$ cat src/rtl/cond_branch_unit.sv
// Thumb branch resolver: drives cond to condition_test, issues redirect/not_taken/fault pulses and a flush window.
// Optional BRANCH_STATS_EN adds taken_cnt / not_taken_cnt counters.
module cond_branch_unit #(
  parameter int FLUSH_CYCLES = 2,
  parameter int PC_W         = 32
) (
  input  logic            clk,
  input  logic            rst_n,
  input  logic            br_valid,
  output logic            br_ready,
  input  logic            br_kind,
  input  logic [3:0]      br_cond,
  input  logic [10:0]     br_imm,
  input  logic [PC_W-1:0] br_pc,
  output logic [3:0]      cond,
  input  logic            pass,
  output logic            redirect_valid,
  output logic [PC_W-1:0] redirect_pc,
  output logic            flush,
  output logic            not_taken,
  output logic            br_fault,
  input  logic            br_kill
`ifdef BRANCH_STATS_EN
  ,
  output logic [15:0]     taken_cnt,
  output logic [15:0]     not_taken_cnt
`endif
);

  localparam logic [1:0] ST_IDLE  = 2'd0;
  localparam logic [1:0] ST_EVAL  = 2'd1;
  localparam logic [1:0] ST_FLUSH = 2'd2;

  logic [1:0]      state_q, state_d;
  logic [3:0]      cnt_q, cnt_d;
  logic            kind_q, kind_d;
  logic [3:0]      cond_q, cond_d;
  logic [10:0]     imm_q, imm_d;
  logic [PC_W-1:0] pc_q, pc_d;
  logic [PC_W-1:0] rpc_q, rpc_d;
  logic [PC_W-1:0] offset;
  logic [PC_W-1:0] target;

  always_comb begin
    if (kind_q) offset = {{(PC_W-12){imm_q[10]}}, imm_q, 1'b0};
    else        offset = {{(PC_W-9){imm_q[7]}}, imm_q[7:0], 1'b0};
    target = pc_q + PC_W'(4) + offset;
    target[0] = 1'b0;
  end

  always_comb begin
    state_d        = state_q;
    cnt_d          = cnt_q;
    kind_d         = kind_q;
    cond_d         = cond_q;
    imm_d          = imm_q;
    pc_d           = pc_q;
    rpc_d          = rpc_q;
    br_ready       = 1'b0;
    redirect_valid = 1'b0;
    not_taken      = 1'b0;
    br_fault       = 1'b0;
    case (state_q)
      ST_IDLE: begin
        br_ready = rst_n & ~br_kill;
        if (br_valid && br_ready) begin
          kind_d  = br_kind;
          // Unconditional branches present AL so condition_test always passes.
          cond_d  = br_kind ? 4'b1110 : br_cond;
          imm_d   = br_imm;
          pc_d    = br_pc;
          state_d = ST_EVAL;
        end
      end
      ST_EVAL: begin
        if (br_kill) begin
          state_d = ST_IDLE;
        end else if (!kind_q && cond_q == 4'b1111) begin
          br_fault = 1'b1;
          state_d  = ST_IDLE;
        end else if (pass) begin
          redirect_valid = 1'b1;
          rpc_d          = target;
          cnt_d          = 4'(FLUSH_CYCLES);
          state_d        = ST_FLUSH;
        end else begin
          not_taken = 1'b1;
          state_d   = ST_IDLE;
        end
      end
      ST_FLUSH: begin
        if (br_kill) begin
          cnt_d   = 4'd0;
          state_d = ST_IDLE;
        end else begin
          cnt_d = cnt_q - 4'd1;
          if (cnt_q <= 4'd1) begin
            cnt_d   = 4'd0;
            state_d = ST_IDLE;
          end
        end
      end
      default: state_d = ST_IDLE;
    endcase
  end

  assign flush       = (state_q == ST_FLUSH);
  assign cond        = cond_q;
  assign redirect_pc = redirect_valid ? target : rpc_q;

  always_ff @(posedge clk or negedge rst_n) begin
    if (!rst_n) begin
      state_q <= ST_IDLE;
      cnt_q   <= 4'd0;
      kind_q  <= 1'b0;
      cond_q  <= 4'b1110;
      imm_q   <= 11'd0;
      pc_q    <= '0;
      rpc_q   <= '0;
    end else begin
      state_q <= state_d;
      cnt_q   <= cnt_d;
      kind_q  <= kind_d;
      cond_q  <= cond_d;
      imm_q   <= imm_d;
      pc_q    <= pc_d;
      rpc_q   <= rpc_d;
    end
  end

`ifdef BRANCH_STATS_EN
  logic [15:0] taken_cnt_q, taken_cnt_d;
  logic [15:0] not_taken_cnt_q, not_taken_cnt_d;

  always_comb begin
    taken_cnt_d     = taken_cnt_q + (redirect_valid ? 16'd1 : 16'd0);
    not_taken_cnt_d = not_taken_cnt_q + (not_taken ? 16'd1 : 16'd0);
  end

  always_ff @(posedge clk or negedge rst_n) begin
    if (!rst_n) begin
      taken_cnt_q     <= 16'd0;
      not_taken_cnt_q <= 16'd0;
    end else begin
      taken_cnt_q     <= taken_cnt_d;
      not_taken_cnt_q <= not_taken_cnt_d;
    end
  end

  assign taken_cnt     = taken_cnt_q;
  assign not_taken_cnt = not_taken_cnt_q;
`endif

endmodule

$ cat config.mk
export PLATFORM = sky130hd
export DESIGN_NAME = cond_branch_unit
export DESIGN_NICKNAME = d
export VERILOG_FILES = /design/src/rtl/cond_branch_unit.sv
export SDC_FILE = /design/constraint.sdc
export NUM_CORES = 1
export LEC_CHECK = 0
export CAP_MARGIN = 20
export CORE_ASPECT_RATIO = 2
export CORE_UTILIZATION = 35
export CTS_BUF_LIST = sky130_fd_sc_hd__clkbuf_16
export CTS_CLUSTER_DIAMETER = 40
export CTS_CLUSTER_SIZE = 16
export DETAILED_ROUTE_END_ITERATION = 10
export GPL_ROUTABILITY_DRIVEN = 0
export GPL_TIMING_DRIVEN = 0
export SLEW_MARGIN = 5
export SYNTH_ARGS = -nofsm -noshare
export SYNTH_HDL_FRONTEND = slang
export SYNTH_SLANG_ARGS = --single-unit
$ cat constraint.sdc
create_clock -name clk -period 4.1 [get_ports clk]
set_clock_uncertainty 0.05 [all_clocks]
set_input_delay 0.82 -clock clk [delete_from_list [all_inputs] [get_ports clk]]
set_output_delay 0.82 -clock clk [all_outputs]
set_load 0.02 [all_outputs]
### Yosys cells after proc, flatten, opt, wreduce, memory -nomap -nowiden

Index checks and enable logic that the tools add are counted.

| word-level totals | value |
|---|---|
| flip-flop bits (word level) | 85 |
| bits of input ports | 53 |
| output and inout bits | 41 |
| logic and storage cells | 59 |

| operators by class | value |
|---|---|
| add/sub/neg operators | 3 |
| order comparisons | 1 |
| equal/unequal tests | 8 |
| mux-type cells | 28 |
| bitwise operators | 3 |
| reduce and logical (&&, ||, !) cells | 9 |

Operator list:

| operator | number |
|---|---|
| $mux 32 | 2 |
| $add 32x3->32 const B | 1 |
| $add 32x32->32 | 1 |
| $mux 4 | 6 |
| $mux 1 | 12 |
| $mux 2 | 6 |
| $ne 2x2->1 const B | 4 |
| $pmux 4 s2 | 1 |
| $reduce_and 4->1 | 2 |
| $pmux 2 s3 | 1 |
| $eq 4x4->1 const B | 1 |
| $le 4x1->1 const B | 1 |
| $reduce_and 2->1 | 2 |
| $sub 4x1->4 const B | 1 |
| $ne 3x1->1 const B | 1 |
| $eq 2x1->1 const B | 1 |
| $eq 2x2->1 const B | 1 |
| $logic_and 1x1->1 | 2 |
| $logic_not 2->1 | 1 |
| $not 1->1 | 2 |
| $reduce_bool 2->1 | 1 |
| $and 1x1->1 | 1 |
| $logic_not 1->1 | 1 |

### Logic depth before layout (Yosys ltp)

Gate-level depths: netlist of run 1.

| depth | value |
|---|---|
| depth in word-level cells | 6 |
| depth in mapped cells | 14 |

### Worst setup path before layout of run 1

OpenSTA, ideal clock, no wires.

| timing | value |
|---|---|
| kind | register to output |
| from | register kind_q |
| to | output redirect_pc[23] |
| arrival | 3.547 ns |
| setup slack | -0.317 ns |
| stages on the path, launching flop included | 13 |
| cells stage by stage | dfrtp_1 -> nand2b_1 -> nand2_1 -> ha_1 -> ha_1 -> a21o_1 -> a31o_1 -> a211oi_4 -> a21oi_2 -> or3b_1 -> a21oi_2 -> xor2_1 -> o21ai_0 |

| between the ends | value |
|---|---|
| longest elaborated chain between the ends | 6 |

Ends and longest elaborated chain:

| what | line | text |
|---|---|---|
| start, declared | 36 | `logic kind_q, kind_d;` |
| start signal, assigned | 123 | `kind_q <= kind_d;` |
| branches (longest 5 deep; another with $add 32x32->32) | n/a |  |
| $mux 32 * | 109 | `assign redirect_pc = redirect_valid ? target : rpc_q;` |
| end, declared | 18 | `output logic [PC_W-1:0] redirect_pc,` |

Mark *: on every way between the ends.

### Worst setup path in the final report of run 1

| timing | value |
|---|---|
| from | register kind_q |
| to | output redirect_pc[31] |

Same word-level chain as after synthesis.

==> run metrics, run 1 <==
maximum vdd ir drop=about 0.00022 V; die width=a little under 90 um; I/O pins=94; most frequent cells in the layout=189 x nand2_1, 80 x dfrtp_1, 63 x clkdlybuf4s50_1; post-synthesis sequential area ratio=between 30% and 40%; worst setup margin=-0.2565 ns; flops & latches, synth=between 80 and 90; CTS root buf=clkbuf_16; crit-path cells=nand2b_4 > nand2_8 > ha_4 > ha_4 > a21o_1 > a31o_1 > a211oi_4 > a21oi_4 > o21ai_4 > a211oi_2 > or3_4 > a31oi_4 > buf_6; final core occ=between 50% and 60%; ANT nets after route=0; Fill cells=1413; die area=15690 um2; Total GRT Usage=about a fifth; mapped cell area=roughly 5300 um2; clk buf depth=2; worst hold path type=in2async; crit path launch type=register; Via Count=roughly 5000; largest net degree at the start of global routing=just over 50; final setup violation count=11; cell taking the most area after synthesis=dfrtp_1; DP Area=around 6500 um2; Synth Flop Type=dfrtp_1; Clock Latency Late Sink=approximately 0.34 ns; Avg Inst Size Synth=approximately 8.5 um2; slew margin rel.=31.25%; net count after synthesis=742; Area Growth Syn to Fin=43.37%; fin nets=869; share of the synthesized area in the top cell type=roughly two fifths; Synth area leaders=dfrtp_1 38%, ha_1 14%, nand2_1 14%; synth warn=0; synthesized instance count=approximately 630; DRC violations left=0; port bufs=91; layout cell share with drive strength beyond 1=a little under a quarter; Initial Utilization=between 30% and 40%; Core Area=14820 um2; die height=roughly 180 um; arrival time worst endpoint=3.49 ns; FP Rows=63; clock transition at the registers of the reported paths=~0.060 ns; Pwr per Cell Area=595.1 nW/um2; commonest non-fill, non-tap cell in the layout=nand2_1; max cap viols=0; Tcrit/Tclk final=106.3%; TritonRoute pass-1 iters=4; Inst Count DP=slightly above 900; H-tree Lvls=3; Final Hold Viols=0; max-slew violation count=0; ant diodes=0; worst setup path startpoint=kind_q; Worst EP required=between 3 and 4 ns; RSZ-0062 raised after global routing=yes; Finished Cell Area=between 7000 and 8000 um2; CTS Sinks=between 80 and 90; initial antenna violation count=0; post-synthesis async set-or-reset flop share=100.0%; CTS tree=yes; vias per cell=5.140; global-route wire length before repair=23980 um; Worst Path Max Fanout=7; Detailed Route Iter0 Violations=between 200 and 250; minimum clock period=between 4 and 5 ns; number of global-route vias before repair=around 5000; Netlist cell types=59; crit path kind=reg2out; CP dominant cell by count=ha_4; Num CTS Buffers=9; Worst Hold Slack=between 0.3 and 0.4 ns; status=complete, but fails checks; Slowest cell on crit path=dfrtp_2; global route total overflow=0; origin of the critical flop-to-flop path=kind_q; Tightest Pin Transition=about 1.0 ns; R2R depth=14; Routed WL=15440 um; number of flops mapped to enable cells by yosys=0; Post-DP HPWL=about 11000 um; Finished Layout Cells=approximately 950; CP max stage delay=around 0.45 ns; failing checks=negative setup slack; FMAX=roughly 230 MHz; CP Capture Type=output port; LEAKAGE=about 3.6 nW; wire length per cell=about 16 um
power by group:
part	internal (mW)	switching, mW
sequential	1.07	0.123
combinational	1.15	1.38
clock	0.469	0.339
cells in the mapped netlist, types with 6 or more instances:
| library cell | n |
|---|---|
| nor2_1 | 30 |
| xnor2_1 | 12 |
| nand2_1 | 191 |
| and3_1 | 7 |
| xor2_1 | 7 |
| mux2_2 | 6 |
| a211oi_1 | 6 |
| or3_1 | 6 |
| ha_1 | 61 |
| o21ai_0 | 60 |
| dfrtp_1 | 81 |
| nand3_1 | 11 |
| inv_1 | 20 |
| clkbuf_1 | 16 |
| a21oi_1 | 28 |
cell type report:
type	count	area, um2	area share, %
Buffer	21	110.1	1.447
Clock buffer	9	225.2	2.959
Clock inverter	7	67.56	0.8877
Inverter	21	78.83	1.036
Multi-Input combinational cell	502	3706	48.69
Sequential cell	84	2107	27.68
Tap cell	195	244.0	3.206
Timing Repair Buffer	115	1072	14.09
registers in the layout, indices dropped and copies added (netlist names):
signal   flops
cnt_q        4
cond         4
imm_q       11
kind_q       1
pc_q        31
rpc_q       31
state_q      2
cells by family (layout without fill, tap and decap cells):
group,after synthesis,in the layout,synth area share (%)
AND/OR/NAND/NOR,274,275,21.90
AO/OA/AOI/OAI,138,138,15.98
flip-flops,84,84,39.67
adder cells (fa/ha/maj),62,62,14.75
buffers and inverters,42,173,3.040
XOR/XNOR,19,19,3.135
multiplexers,7,7,1.461
other,1,1,0.07064
timing repair:
| action | CTS | global route |
|---|---|---|
| setup buffers | 7 | 16 |
| pin swaps | 13 | 27 |
| setup endpoints to repair | 32 | 26 |
| resized for setup | 158 | 99 |
| gates cloned | 1 | 0 |
| hold buffers | 0 | 0 |
critical path, delay by kind of cell (launching register included):
kind | cells | cell delay, ns
compound gates | 7 | 1.37
fa+ha+maj | 2 | 0.43
buf+inv | 1 | 0.14
flops | 1 | 0.45
simple gates | 3 | 0.73
worst paths after layout:
check / to / slack, ns
min in group clk: rpc_q[21] / 0.42
max in group asynchronous: cond[1] / 2.93
max: redirect_pc[31] / -0.26
min reg2reg: rpc_q[21] / 0.42
min: state_q[1] / 0.39
max reg2reg: rpc_q[28] / 0.95
stage by stage:
step	worst slack, ns	total power, mW	setup TNS, ns
floorplan	0.003163	2.499	0
global placement	-2.612	3.160	-202.92
detailed placement	-1.064	3.227	-18.69
CTS	-0.2364	4.242	-1.243
global route	-0.3261	4.818	-2.814
finish	-0.2565	4.529	-1.402
per-layer routing:
metal | GRT usage, % | wire length (um) | up-vias
met1 | 20.08 | 5611 | 2320
li1 | - | - | 2419
met2 | 37.02 | 8428 | 130
met3 | 3.039 | 567 | 35
met5 | 0 | 0 | -
met4 | 13.36 | 836 | 0
Power figures use the tool's default switching activity.
==> run 2: changes to the inputs <==
CORE_UTILIZATION = 54   (was 35)
PLACE_DENSITY = 0.82   (was not set)
clock period = 4.6 ns   (was 4.1 ns; I/O delays follow)
==> run 2 against run 1 <==
Net effect:
- the flow still finishes with violations (negative setup slack)
- final cell count down 7.7%
- utilization up 22 points
- clock power down 11%
- via count up 2.3%
- hold slack better by 0.023 ns
- total power down 19%
- design area down 8.4%
- critical path type unchanged
==> run metrics, run 2 (same netlist as run 1, synthesis figures left out) <==
vias per cell=~5.7; clock transition at the registers of the reported paths=roughly 0.06 ns; crit-path cells=nand2b_4 > nand2_8 > ha_1 > ha_2 > a21oi_1 > o21ai_0 > a22oi_2 > nand3_1 > o21ai_4 > a211oi_1 > or3_1 > a31oi_1 > buf_4; Initial Utilization=a little under three fifths; FP Rows=50; Slowest cell on crit path=dfrtp_2; Inst Count DP=about 850; Worst Path Buf+Inv=1; largest net degree at the start of global routing=62; Detailed Route Iter0 Violations=just over 300; arrival time worst endpoint=between 3 and 4 ns; CTS tree=yes; maximum vdd ir drop=approximately 0.00032 V; Clock Latency Late Sink=around 0.35 ns; Regs by FF count=pc_q x31, rpc_q x31, imm_q x11; crit path launch type=register; die height=approximately 140 um; fin nets=approximately 860; Routed WL=~15000 um; TritonRoute pass-1 iters=5; die area=approximately 10000 um2; FMAX=215.4 MHz; initial antenna violation count=0; CTS root buf=clkbuf_16; Num CTS Buffers=9; Via Count=between 5000 and 6000; minimum clock period=between 4 and 5 ns; CTS Sinks=84; Worst EP required=3.63 ns; status=complete, but fails checks; Seq. cell area=2107 um2; Tcrit/Tclk final=100.9%; Core Area=about 9400 um2; pre-CTS WS=-0.7701 ns; LEAKAGE=between 3 and 4 nW; CP max stage delay=between 0.4 and 0.5 ns; CTS Hold Bufs=0; final core occ=between 70 and 80%; max-slew violation count=0; Final Hold Viols=0; Worst R2R Setup Slack=approximately 0.89 ns; wire length per cell=approximately 17 um; worst setup margin=-0.04176 ns; ANT nets after route=0; Area Growth Syn to Fin=31.27%; H-tree Lvls=3; Pwr per Cell Area=between 500 and 600 nW/um2; die width=72.11 um; Total GRT Usage=between 20 and 30%; Fill cells=686; most frequent cells in the layout=189 x nand2_1, 80 x dfrtp_1, 71 x clkdlybuf4s50_1; ant diodes=0; RSZ-0062 raised after global routing=yes; Finished Layout Cells=881; final setup violation count=1; failing checks=negative setup slack; DRC violations left=0; Worst Path Max Fanout=11; max cap viols=0; global-route wire length before repair=~23000 um; Multi-input gate area=between 3000 and 4000 um2; Post-DP HPWL=between 10000 and 15000 um; layout cell share with drive strength beyond 1=12.78%; port bufs=91; global route total overflow=0; CP Capture Type=output port; crit path kind=reg2out; delay-heaviest family, CP=compound AO/OA/AOI/OAI gates; setup TNS=-0.04176 ns; slew margin rel.=a little under two fifths; Tightest Pin Transition=0.9366 ns; number of global-route vias before repair=between 5000 and 6000; I/O pins=94; worst hold path type=reg2reg; clk buf depth=2; commonest non-fill, non-tap cell in the layout=nand2_1
## run 2: through the flow
stage	total power, mW	cell area (um2)	hold WS [ns]
2_1_floorplan	2.219	5309	0.3825
3_3_place_gp	2.755	6382	0.3934
3_5_place_dp	2.823	6407	0.4096
4_1_cts	3.571	6848	0.4217
5_1_grt	3.898	6969	0.4369
6_report	3.663	6969	0.4148
## run 2: what timing repair did
action,CTS,global route
pin swaps,5,10
setup endpoints to repair,25,22
setup buffers,11,4
cloned,1,0
gates resized for setup,48,48
## run 2: worst min-delay path, stage by stage, from the launching register on
cell and delay [ns]:
dfrtp_1 0.32, nand2_1 0.05, o21ai_0 0.06
## run 2: final timing paths
| check | startpoint | endpoint | cells after the start |
|---|---|---|---|
| setup / recovery | kind_q | redirect_pc[31] | 13 |
| hold / removal | rpc_q[22] | rpc_q[22] | 2 |
| setup reg to reg | kind_q | rpc_q[21] | 19 |
| hold reg to reg | rpc_q[22] | rpc_q[22] | 2 |
| max in group asynchronous | rst_n | cond[3] | 2 |
| min in group asynchronous | rst_n | rpc_q[13] | 1 |
## run 2: layout make-up
type	count	area share (%)
multi-input combinational	502	46.14
sequential	84	30.23
timing repair buffer	107	14.63
clock buffer	9	3.232
tap	130	2.334
buffer	21	1.329
inverter	21	1.131
clock inverter	7	0.9695
## run 2: layer usage
metal | GRT usage (%) | up-vias | share of wire (%) | wire length (um)
met2 | 53.22 | 187 | 55 | 8057
met3 | 5.666 | 62 | 4.6 | 676
met1 | 30.12 | 2371 | 35 | 5215
li1 | - | 2396 | - | -
met4 | 19.61 | 0 | 5.6 | 820
met5 | 0 | - | 0 | 0
## run 2: where the power goes
part           switching, mW  total [mW]  internal [mW]
combinational           1.10        1.89          0.789
sequential            0.0980        1.05          0.953
clock                  0.303       0.721          0.418
==> run 3: changes to the inputs <==
CORE_UTILIZATION = 52   (was 54)
PLACE_DENSITY = 0.79   (was 0.82)
==> run 3 against run 2 <==
Net effect:
- the run still ends with negative setup slack left
- critical path depth stayed put
- utilization is 2.1 points lower
- global-route usage is 1.1 points lower
- sequential power hardly changed
- flip-flop and latch count stayed put
- setup slack worse by 0.024 ns
- design area is 1.1% higher
- first-iteration DRC count is 25% higher
==> run metrics, run 3 (same netlist as run 1, synthesis figures left out) <==
RSZ-0062 raised after global routing=yes; CP Capture Type=output port; Finished Cell Area=7048 um2; Pwr per Cell Area=roughly 540 nW/um2; Worst Hold Slack=0.4097 ns; H-tree Lvls=3; Final Hold Viols=0; port bufs=91; R2R depth=13; Routed WL=between 10000 and 15000 um; Post-DP HPWL=about 10000 um; arrival time worst endpoint=roughly 3.7 ns; Via Count=between 5000 and 6000; Detailed Route Iter0 Violations=around 390; Regs by FF count=pc_q x31, rpc_q x31, imm_q x11; wire length per cell=16.88 um; pre-CTS WS=-0.7933 ns; layout cell share with drive strength beyond 1=12.43%; Tightest Pin Transition=1.028 ns; Tcrit/Tclk final=101.4%; Total GRT Usage=28.53%; Worst EP required=approximately 3.6 ns; most frequent cells in the layout=189 x nand2_1, 80 x dfrtp_1, 68 x clkdlybuf4s50_1; Fill cells=787; failing checks=negative setup slack; commonest non-fill, non-tap cell in the layout=nand2_1; FMAX=between 200 and 250 MHz; worst setup margin=-0.06576 ns; minimum clock period=4.666 ns; crit path launch type=register; status=complete, but fails checks; global route total overflow=0; clock transition at the registers of the reported paths=0.06 ns; die width=approximately 73 um; I/O pins=94; global-route wire length before repair=~23000 um; max cap viols=0; crit path kind=reg2out; FP Rows=51; clk buf depth=2; Worst Path Max Fanout=5; final core occ=between 70% and 80%; Clock Latency Late Sink=0.35 ns; Num CTS Buffers=9; final setup violation count=2; CTS tree=yes; CTS root buf=clkbuf_16; maximum vdd ir drop=around 0.00033 V; origin of the critical flop-to-flop path=kind_q; largest net degree at the start of global routing=56; min-delay src=rpc_q[21]; DP Area=between 6000 and 7000 um2; Area Growth Syn to Fin=32.76%; CTS Sinks=between 80 and 90; die height=~140 um; vias per cell=around 5.8; Hold Path End=rpc_q[21]; DRC violations left=0; worst hold path type=reg2reg; fin nets=between 800 and 900; Cells on Worst Hold Path=2; initial antenna violation count=0; Worst R2R End=rpc_q[31]; Initial Utilization=a little over half; ANT nets after route=0; die area=about 11000 um2; LEAKAGE=~3.5 nW; ant diodes=0; slew margin rel.=a little under a third; TritonRoute pass-1 iters=5; Worst R2R Setup Slack=between 1 and 1.5 ns; number of global-route vias before repair=slightly below 5000; Core Area=just under 10000 um2; max-slew violation count=0
## run 3: cell count changes in the layout (fill, tap and decap cells not counted), sizes merged, moves of 2 or more
cell,previous run,this run
dlymetal6s2s,5,8
clkbuf,30,25
clkdlybuf4s15,1,3
clkdlybuf4s50,71,68
clkinv,5,3
## run 3: critical path, cell delays in order (launching register included)
cell             delay [ns]
dfrtp_2                0.45
nand2b_4               0.21
nand2_1                0.07
ha_1                   0.33
ha_4                   0.29
a21oi_1                0.24
nor2_1                 0.12
a211oi_4               0.22
nand3_2                0.15
a31o_4                 0.29
a211oi_2               0.23
mux2i_1                0.27
o311ai_0               0.16
clkdlybuf4s15_1        0.31
## run 3: metrics by stage
stage / setup TNS, ns / power [mW] / cells
after floorplan: 0 / 2.219 / 627
after global placement: -112.70 / 2.751 / 850
after detailed placement: -11.37 / 2.816 / 851
after CTS: 0 / 3.628 / 873
after global routing: -0.7174 / 4.015 / 880
final: -0.07322 / 3.778 / 880
## run 3: how the worst max path moves through the flow
stage / end / startpoint / cells past startpoint
global route: redirect_pc[28] / kind_q / 14
finish: redirect_pc[28] / kind_q / 13
global placement: br_ready / rst_n / 3
floorplan: redirect_pc[23] / kind_q / 12
detailed placement: redirect_pc[31] / kind_q / 13
CTS: redirect_pc[28] / kind_q / 14
## run 3: power by group
group	internal, mW	switching [mW]
combinational	0.841	1.12
sequential	0.953	0.0994
clock	0.469	0.298
## run 3: area by class of cell
cell class | instances | area, um2 | area share, %
clock inverter | 7 | 83.83 | 1.189
clock buffer | 9 | 225.2 | 3.195
multi-input combinational | 502 | 3272 | 46.42
buffer | 21 | 92.59 | 1.314
timing repair buffer | 104 | 1023 | 14.52
tap | 132 | 165.2 | 2.343
sequential | 84 | 2107 | 29.90
inverter | 21 | 78.83 | 1.118
## run 3: repair_timing
action	4_1_cts	5_1_grt
cloned	1	0
hold buffers	0	0
pin swaps	8	13
resized for setup	57	48
hold endpoints to repair	0	0
setup endpoints to repair	25	24
setup buffers	5	7
## run 3: per-layer routing
layer | global-route usage [%] | share of wire [%]
met5 | 0 | 0
met3 | 4.086 | 4.5
met2 | 50.12 | 53
met1 | 29.81 | 36
met4 | 21.56 | 6.2
